===== src/rtl/rx_frame_counter_if.sv =====
// rx_frame_counter_if: byte-stream input and frame-result bundle for rx_frame_counter
interface rx_frame_counter_if #(
    parameter int DATA_W = 8,
    parameter int CNT_W  = 5,
    parameter int TS_W   = 32
);
    logic              i_clr;
    logic [DATA_W-1:0] i_rx_data;
    logic              i_rx_valid;
    logic              o_busy;
    logic              o_frame_done;
    logic              o_frame_valid;
    logic [CNT_W-1:0]  o_frame_len;
    logic [TS_W-1:0]   o_frame_cycles;
    logic [1:0]        o_end_cause;
    logic              o_overflow;

    modport master (
        output i_clr, i_rx_data, i_rx_valid,
        input  o_busy, o_frame_done, o_frame_valid, o_frame_len, o_frame_cycles, o_end_cause, o_overflow
    );

    modport slave (
        input  i_clr, i_rx_data, i_rx_valid,
        output o_busy, o_frame_done, o_frame_valid, o_frame_len, o_frame_cycles, o_end_cause, o_overflow
    );
endinterface


===== src/rtl/rx_frame_counter.sv =====
// rx_frame_counter: groups received bytes into frames closed by count, terminator or idle timeout
module rx_frame_counter #(
    parameter int                DATA_W       = 8,
    parameter int                MAX_CHARS    = 16,
    parameter int                CNT_W        = 5,
    parameter int                TS_W         = 32,
    parameter int                TIMEOUT_CYC  = 100000,
    parameter bit                TERM_EN      = 1'b1,
    parameter logic [DATA_W-1:0] TERM_CHAR    = DATA_W'(8'h0A),
    parameter bit                AUTO_RESTART = 1'b0
) (
    input  logic              clk,
    input  logic              rst,
    rx_frame_counter_if.slave bus
);
    if (MAX_CHARS < 1 || MAX_CHARS >= (1 << CNT_W)) begin : g_param_err
        $error("rx_frame_counter: MAX_CHARS must lie in 1..2**CNT_W-1");
    end

    localparam int                IDLE_W  = (TIMEOUT_CYC > 1) ? $clog2(TIMEOUT_CYC + 1) : 1;
    localparam logic [IDLE_W-1:0] TO_LIM  = IDLE_W'((TIMEOUT_CYC > 0) ? TIMEOUT_CYC - 1 : 0);
    localparam logic [CNT_W-1:0]  MAX_CNT = CNT_W'(MAX_CHARS);

    typedef enum logic [1:0] {S_IDLE, S_COLLECT, S_DONE} state_t;

    state_t              r_state, w_state;
    logic [CNT_W-1:0]    r_cnt, w_cnt, w_cnt_inc;
    logic [TS_W-1:0]     r_dur, w_dur, w_dur_inc, w_dur_inc2;
    logic [IDLE_W-1:0]   r_idle, w_idle, w_idle_inc;
    logic [CNT_W-1:0]    r_len, w_len;
    logic [TS_W-1:0]     r_cyc, w_cyc;
    logic [1:0]          r_cause, w_cause;
    logic                r_valid, w_valid;
    logic                r_done, r_ovf;
    logic                w_close, w_term, w_timeout, w_ovf;

    // Incremented counters; duration saturates so a stalled target cannot wrap the measurement
    assign w_cnt_inc  = r_cnt + 1'b1;
    assign w_dur_inc  = (&r_dur) ? r_dur : r_dur + 1'b1;
    assign w_dur_inc2 = (&w_dur_inc) ? w_dur_inc : w_dur_inc + 1'b1;
    assign w_idle_inc = r_idle + 1'b1;
    assign w_term     = TERM_EN && bus.i_rx_data == TERM_CHAR;
    assign w_timeout  = (TIMEOUT_CYC != 0) && !bus.i_rx_valid && w_idle_inc >= TO_LIM;
    assign w_ovf      = r_state == S_DONE && bus.i_rx_valid;

    // Next state and frame accounting; a close overrides the state chosen by the case arms
    always_comb begin
        w_state = r_state;
        w_cnt   = r_cnt;
        w_dur   = r_dur;
        w_idle  = r_idle;
        w_len   = r_len;
        w_cyc   = r_cyc;
        w_cause = r_cause;
        w_valid = r_valid;
        w_close = 1'b0;
        case (r_state)
            S_IDLE: if (bus.i_rx_valid) begin
                w_state = S_COLLECT;
                w_cnt   = CNT_W'(1);
                w_dur   = '0;
                w_idle  = '0;
                w_valid = 1'b0;
                if (MAX_CHARS == 1 || w_term) begin
                    w_close = 1'b1;
                    w_len   = CNT_W'(1);
                    w_cyc   = TS_W'(1);
                    w_cause = (MAX_CHARS == 1) ? 2'b00 : 2'b01;
                end
            end
            S_COLLECT: if (bus.i_clr) begin
                w_state = S_IDLE;
            end else begin
                w_dur  = w_dur_inc;
                w_idle = bus.i_rx_valid ? '0 : w_idle_inc;
                w_cnt  = bus.i_rx_valid ? w_cnt_inc : r_cnt;
                if (bus.i_rx_valid && (w_cnt_inc == MAX_CNT || w_term)) begin
                    w_close = 1'b1;
                    w_len   = w_cnt_inc;
                    w_cyc   = w_dur_inc2;
                    w_cause = (w_cnt_inc == MAX_CNT) ? 2'b00 : 2'b01;
                end else if (w_timeout) begin
                    w_close = 1'b1;
                    w_len   = r_cnt;
                    w_cyc   = w_dur_inc;
                    w_cause = 2'b10;
                end
            end
            S_DONE: w_state = bus.i_clr ? S_IDLE : S_DONE;
            default: w_state = S_IDLE;
        endcase
        if (w_close) begin
            w_valid = 1'b1;
            w_state = AUTO_RESTART ? S_IDLE : S_DONE;
        end
    end

    // State, counters and result registers
    always_ff @(posedge clk) begin
        if (rst) begin
            r_state <= S_IDLE;
            r_cnt   <= '0;
            r_dur   <= '0;
            r_idle  <= '0;
            r_len   <= '0;
            r_cyc   <= '0;
            r_cause <= '0;
            r_valid <= 1'b0;
            r_done  <= 1'b0;
            r_ovf   <= 1'b0;
        end else begin
            r_state <= w_state;
            r_cnt   <= w_cnt;
            r_dur   <= w_dur;
            r_idle  <= w_idle;
            r_len   <= w_len;
            r_cyc   <= w_cyc;
            r_cause <= w_cause;
            r_valid <= w_valid;
            r_done  <= w_close;
            r_ovf   <= w_ovf;
        end
    end

    assign bus.o_busy         = r_state == S_COLLECT;
    assign bus.o_frame_done   = r_done;
    assign bus.o_frame_valid  = r_valid;
    assign bus.o_frame_len    = r_len;
    assign bus.o_frame_cycles = r_cyc;
    assign bus.o_end_cause    = r_cause;
    assign bus.o_overflow     = r_ovf;
endmodule

===== src/flat_wrapper.sv =====
// flat-port wrapper written by rule: the top's interface ports become plain ports
module rx_frame_counter_flat 
#(
    parameter int                DATA_W       = 8,
    parameter int                MAX_CHARS    = 16,
    parameter int                CNT_W        = 5,
    parameter int                TS_W         = 32,
    parameter int                TIMEOUT_CYC  = 100000,
    parameter bit                TERM_EN      = 1'b1,
    parameter logic [DATA_W-1:0] TERM_CHAR    = DATA_W'(8'h0A),
    parameter bit                AUTO_RESTART = 1'b0
)
  (clk, rst, bus_i_clr, bus_i_rx_data, bus_i_rx_valid, bus_o_busy, bus_o_frame_done, bus_o_frame_valid, bus_o_frame_len, bus_o_frame_cycles, bus_o_end_cause, bus_o_overflow);
  rx_frame_counter_if #(.DATA_W(DATA_W), .CNT_W(CNT_W), .TS_W(TS_W)) bus_i ();
  input  logic clk;
  input  logic rst;
  input wire logic [$bits(bus_i.i_clr)-1:0] bus_i_clr;
  input wire logic [$bits(bus_i.i_rx_data)-1:0] bus_i_rx_data;
  input wire logic [$bits(bus_i.i_rx_valid)-1:0] bus_i_rx_valid;
  output wire logic [$bits(bus_i.o_busy)-1:0] bus_o_busy;
  output wire logic [$bits(bus_i.o_frame_done)-1:0] bus_o_frame_done;
  output wire logic [$bits(bus_i.o_frame_valid)-1:0] bus_o_frame_valid;
  output wire logic [$bits(bus_i.o_frame_len)-1:0] bus_o_frame_len;
  output wire logic [$bits(bus_i.o_frame_cycles)-1:0] bus_o_frame_cycles;
  output wire logic [$bits(bus_i.o_end_cause)-1:0] bus_o_end_cause;
  output wire logic [$bits(bus_i.o_overflow)-1:0] bus_o_overflow;
  assign bus_i.i_clr = bus_i_clr;
  assign bus_i.i_rx_data = bus_i_rx_data;
  assign bus_i.i_rx_valid = bus_i_rx_valid;
  assign bus_o_busy = bus_i.o_busy;
  assign bus_o_frame_done = bus_i.o_frame_done;
  assign bus_o_frame_valid = bus_i.o_frame_valid;
  assign bus_o_frame_len = bus_i.o_frame_len;
  assign bus_o_frame_cycles = bus_i.o_frame_cycles;
  assign bus_o_end_cause = bus_i.o_end_cause;
  assign bus_o_overflow = bus_i.o_overflow;
  rx_frame_counter #(.DATA_W(DATA_W), .MAX_CHARS(MAX_CHARS), .CNT_W(CNT_W), .TS_W(TS_W), .TIMEOUT_CYC(TIMEOUT_CYC), .TERM_EN(TERM_EN), .TERM_CHAR(TERM_CHAR), .AUTO_RESTART(AUTO_RESTART)) u_core (.clk(clk), .rst(rst), .bus(bus_i));
endmodule

===== config.mk =====
export PLATFORM = sky130hd
export DESIGN_NAME = rx_frame_counter_flat
export DESIGN_NICKNAME = d
export VERILOG_FILES = /design/src/rtl/rx_frame_counter_if.sv /design/src/rtl/rx_frame_counter.sv /design/src/flat_wrapper.sv
export SDC_FILE = /design/constraint.sdc
export NUM_CORES = 1
export LEC_CHECK = 0
export BUFFER_PORTS_ARGS = -buffer_cell sky130_fd_sc_hd__buf_4
export CELL_PAD_IN_SITES_DETAIL_PLACEMENT = 0
export CELL_PAD_IN_SITES_GLOBAL_PLACEMENT = 1
export CORE_AREA = 5 5 165 167
export CTS_CLUSTER_SIZE = 40
export DETAILED_ROUTE_END_ITERATION = 10
export DIE_AREA = 0 0 170 172
export HOLD_SLACK_MARGIN = 0.1
export MAX_ROUTING_LAYER = met4
export PLACE_DENSITY = 0.6
export SYNTH_ARGS = -nofsm -noshare
export SYNTH_HDL_FRONTEND = slang
export SYNTH_SLANG_ARGS = --single-unit

===== constraint.sdc =====
create_clock -name clk -period 3.8 [get_ports clk]
set_input_delay 0.76 -clock clk [delete_from_list [all_inputs] [get_ports clk]]
set_output_delay 0.76 -clock clk [all_outputs]
set_load 0.01 [all_outputs]

==> impl_metrics.tcl <==
set metrics [dict create \
    initial_core_util_pct 24.7 \
    seq_power_share_pct 48.3 \
    p_per_area_mw_per_mm2 280 \
    synth_fp_nets 799 \
    status "finished clean" \
    numCtsBuffers 9 \
    layout_common_cells "buf_4 (109), dfxtp_1 (96), nor2_1 (81)" \
    ys_seq_elements 98 \
    clock_power_share_pct 46.1 \
    finalSetupViolations 0 \
    hp-class "register to register" \
    ys.flop_type "dfxtp_1" \
    rows 59 \
    chipWidth_um 170 \
    max_freq_mhz 288 \
    fin_crit_ps 3480 \
    grt_overflow 0 \
    power.switching_uw 524 \
    areaGrowthSynthToFinish_pct 21.2 \
    startpoint_type "register" \
    gp_congestion 0.889 \
    vdd_drop_max_v 0.000205 \
    cts_max_path_buffers 2 \
    h-tree-depth 3 \
    ios 55 \
    die_h_um 172 \
    grtUsageTotal_pct 13.8 \
    seq_area_frac_synth_pct 31.0 \
    finalWirelength_um 19900 \
    synth_edf_count 0 \
    syn-mean-instance-area_um2 8.09 \
    path_clk_slew_ps 70 \
    drt_iter0_markers 535 \
    grt_start_max_net_pins 45 \
    insertion_delay_ps 360 \
    ant_nets 0 \
    hold_violations 0 \
    drv_cap 0 \
    grt_pass1_vias 5638 \
    dieArea_mm2 0.0292 \
    yosys.cell_types.count 81 \
    syn-instance-count 781 \
    cp_max_fo 11 \
    combPwrFrac_pct 5.6 \
    switching_share_pct 24.5 \
    cp.arrival_ps 3720 \
    cts.sinks 98 \
    port_buffers 54 \
    root_buffer "clkbuf_16" \
    cts_tree "built" \
    route.detailed.drc 0 \
    critical_path_class "register to register" \
    grt_pass1_wl_um 31500 \
    coreArea_mm2 0.0256 \
    maxSlewHeadroom_pct 42.3 \
    wl_per_cell_um 16.8 \
    period_share_pct 91.5 \
    grt_setup_unrepaired "false" \
    cp.required_ps 4050 \
    synth-async-reset-ratio_pct 0 \
    power_leakage_nw 2.71 \
    num_vias 6031 \
    netlist_area_mm2 0.00632 \
    maxSlewViolCount 0 \
    yosys_warnings 0 \
    nNetsFinal 860 \
    setup_tns_ps 0 \
    cp-end-kind "register" \
    hpwl_um 14400 \
    drive_gt1_share_pct 21.0 \
    intPower_mw 1.62 \
    diodes 0 \
    dr.pass1.iters 5 \
    viasPerCell 5.10 \
    final_common_cell "buf_4" \
    antenna_found_initial 0 \
    dpl-instance-area_mm2 0.00726 \
    fin_area_mm2 0.00766 \
    worstMarginPinSlew_ps 857 \
    skew_ps 12.5 \
]
==> metrics by stage <==
| stage | hold slack, ps | util (%) | worst slack (ps) | instances | total power [mW] |
|---|---|---|---|---|---|
| detailed placement | 453 | 28.3 | 142 | 1165 | 1.18 |
| global placement | 445 | 28.3 | 184 | 1165 | 1.18 |
| CTS | 465 | 29.6 | 105 | 1181 | 2.18 |
| finish | 461 | 29.9 | 324 | 1182 | 2.14 |
| floorplan | 473 | - | 284 | 781 | 1.13 |
| global route | 475 | 29.9 | 24.8 | 1182 | 2.23 |
==> power by group through the flow <==
| stage | clock [mW] | combinational [mW] | sequential, mW |
|---|---|---|---|
| floorplan | 0 | 0.0705 | 1.06 |
| global placement | 0 | 0.121 | 1.06 |
| detailed placement | 0 | 0.120 | 1.06 |
| CTS | 1.03 | 0.120 | 1.03 |
| global route | 1.06 | 0.133 | 1.03 |
| finish | 0.987 | 0.120 | 1.03 |
==> worst paths after layout <==
kind                                               start                            end  slack, ps  cells after the start
worst max-delay path                     u_core.r_dur[5]  u_core.bus.o_frame_cycles[31]        320                     10
worst min-delay path            u_core.bus.o_frame_valid       u_core.bus.o_frame_valid        460                      2
worst max register to register           u_core.r_dur[5]  u_core.bus.o_frame_cycles[31]        320                     10
worst min register to register  u_core.bus.o_frame_valid       u_core.bus.o_frame_valid        460                      2
==> area by class of cell <==
type / instances / area, µm²
clock inverters: 5 / 61.3
multi-input cells: 618 / 4100
flip-flops and latches: 98 / 1960
inverters: 5 / 18.8
fillers: 2729 / 18000
well taps: 335 / 419
repair buffers: 110 / 838
clock buffers: 11 / 253
==> flip-flops by register name (all words and copies together) (netlist names) <==
signal and flops:
u_core.bus.o_end_cause 2, u_core.r_cnt 5, u_core.r_idle 17, u_core.r_dur 32
u_core.bus.o_frame_done 1, u_core.bus.o_overflow 1, u_core.bus.o_frame_valid 1, u_core.r_state 2
u_core.bus.o_frame_cycles 32, u_core.bus.o_frame_len 5
==> metal layers <==
metal / wire, µm / global-route usage [%] / up-vias
met4: 367 / 3.96 / 0
met1: 9270 / 18.3 / 2878
met3: 827 / 1.90 / 21
li1: - / - / 2981
met5: 0 / - / -
met2: 9450 / 22.3 / 151
==> cell families (layout without fill, tap and decap cells) <==
logic type | Yosys count | after routing | share of synthesized area (%)
AND/OR/NAND/NOR | 331 | 331 | 29.0
AO/OA/AOI/OAI | 209 | 209 | 22.9
flip-flops | 98 | 98 | 31.0
buffers and inverters | 65 | 131 | 5.31
XOR/XNOR | 64 | 64 | 8.87
multiplexers | 8 | 8 | 1.60
adder cells (fa/ha/maj) | 6 | 6 | 1.19
==> Yosys cell counts, types with 13 or more instances <==
| master | count | area share (%) |
|---|---|---|
| or3_1 | 13 | 1.3 |
| and2_1 | 14 | 1.4 |
| nor3_1 | 17 | 1.3 |
| o21ai_0 | 39 | 3.1 |
| clkbuf_1 | 28 | 1.7 |
| a22o_1 | 29 | 4.0 |
| xor2_1 | 23 | 3.2 |
| nand4_1 | 19 | 1.9 |
| nand3_1 | 36 | 2.9 |
| buf_2 | 15 | 1.2 |
| a21oi_1 | 60 | 4.8 |
| and3_1 | 14 | 1.4 |
| xnor2_1 | 41 | 5.7 |
| nor2_1 | 83 | 4.9 |
| nand2_1 | 62 | 3.7 |
| dfxtp_1 | 98 | 31 |
| a22oi_1 | 14 | 1.7 |
==> timing repair <==
item | in CTS | in global routing
gates resized for setup | 0 | 15
setup buffers | 0 | 1
endpoints found under the setup margin | 0 | 21
endpoints found under the hold margin | 0 | 0
hold buffers | 0 | 0
==> worst max-delay path: stages (launching register included) <==
cell      delay [ps]
dfxtp_1          510
and4_1           320
nand4_4          250
or3_1            390
or3_1            330
a211oi_1         390
and2_2           290
and3_1           340
nand4_1          160
xor2_1           170
a22o_1           220
(Power assumes the default switching activity.)
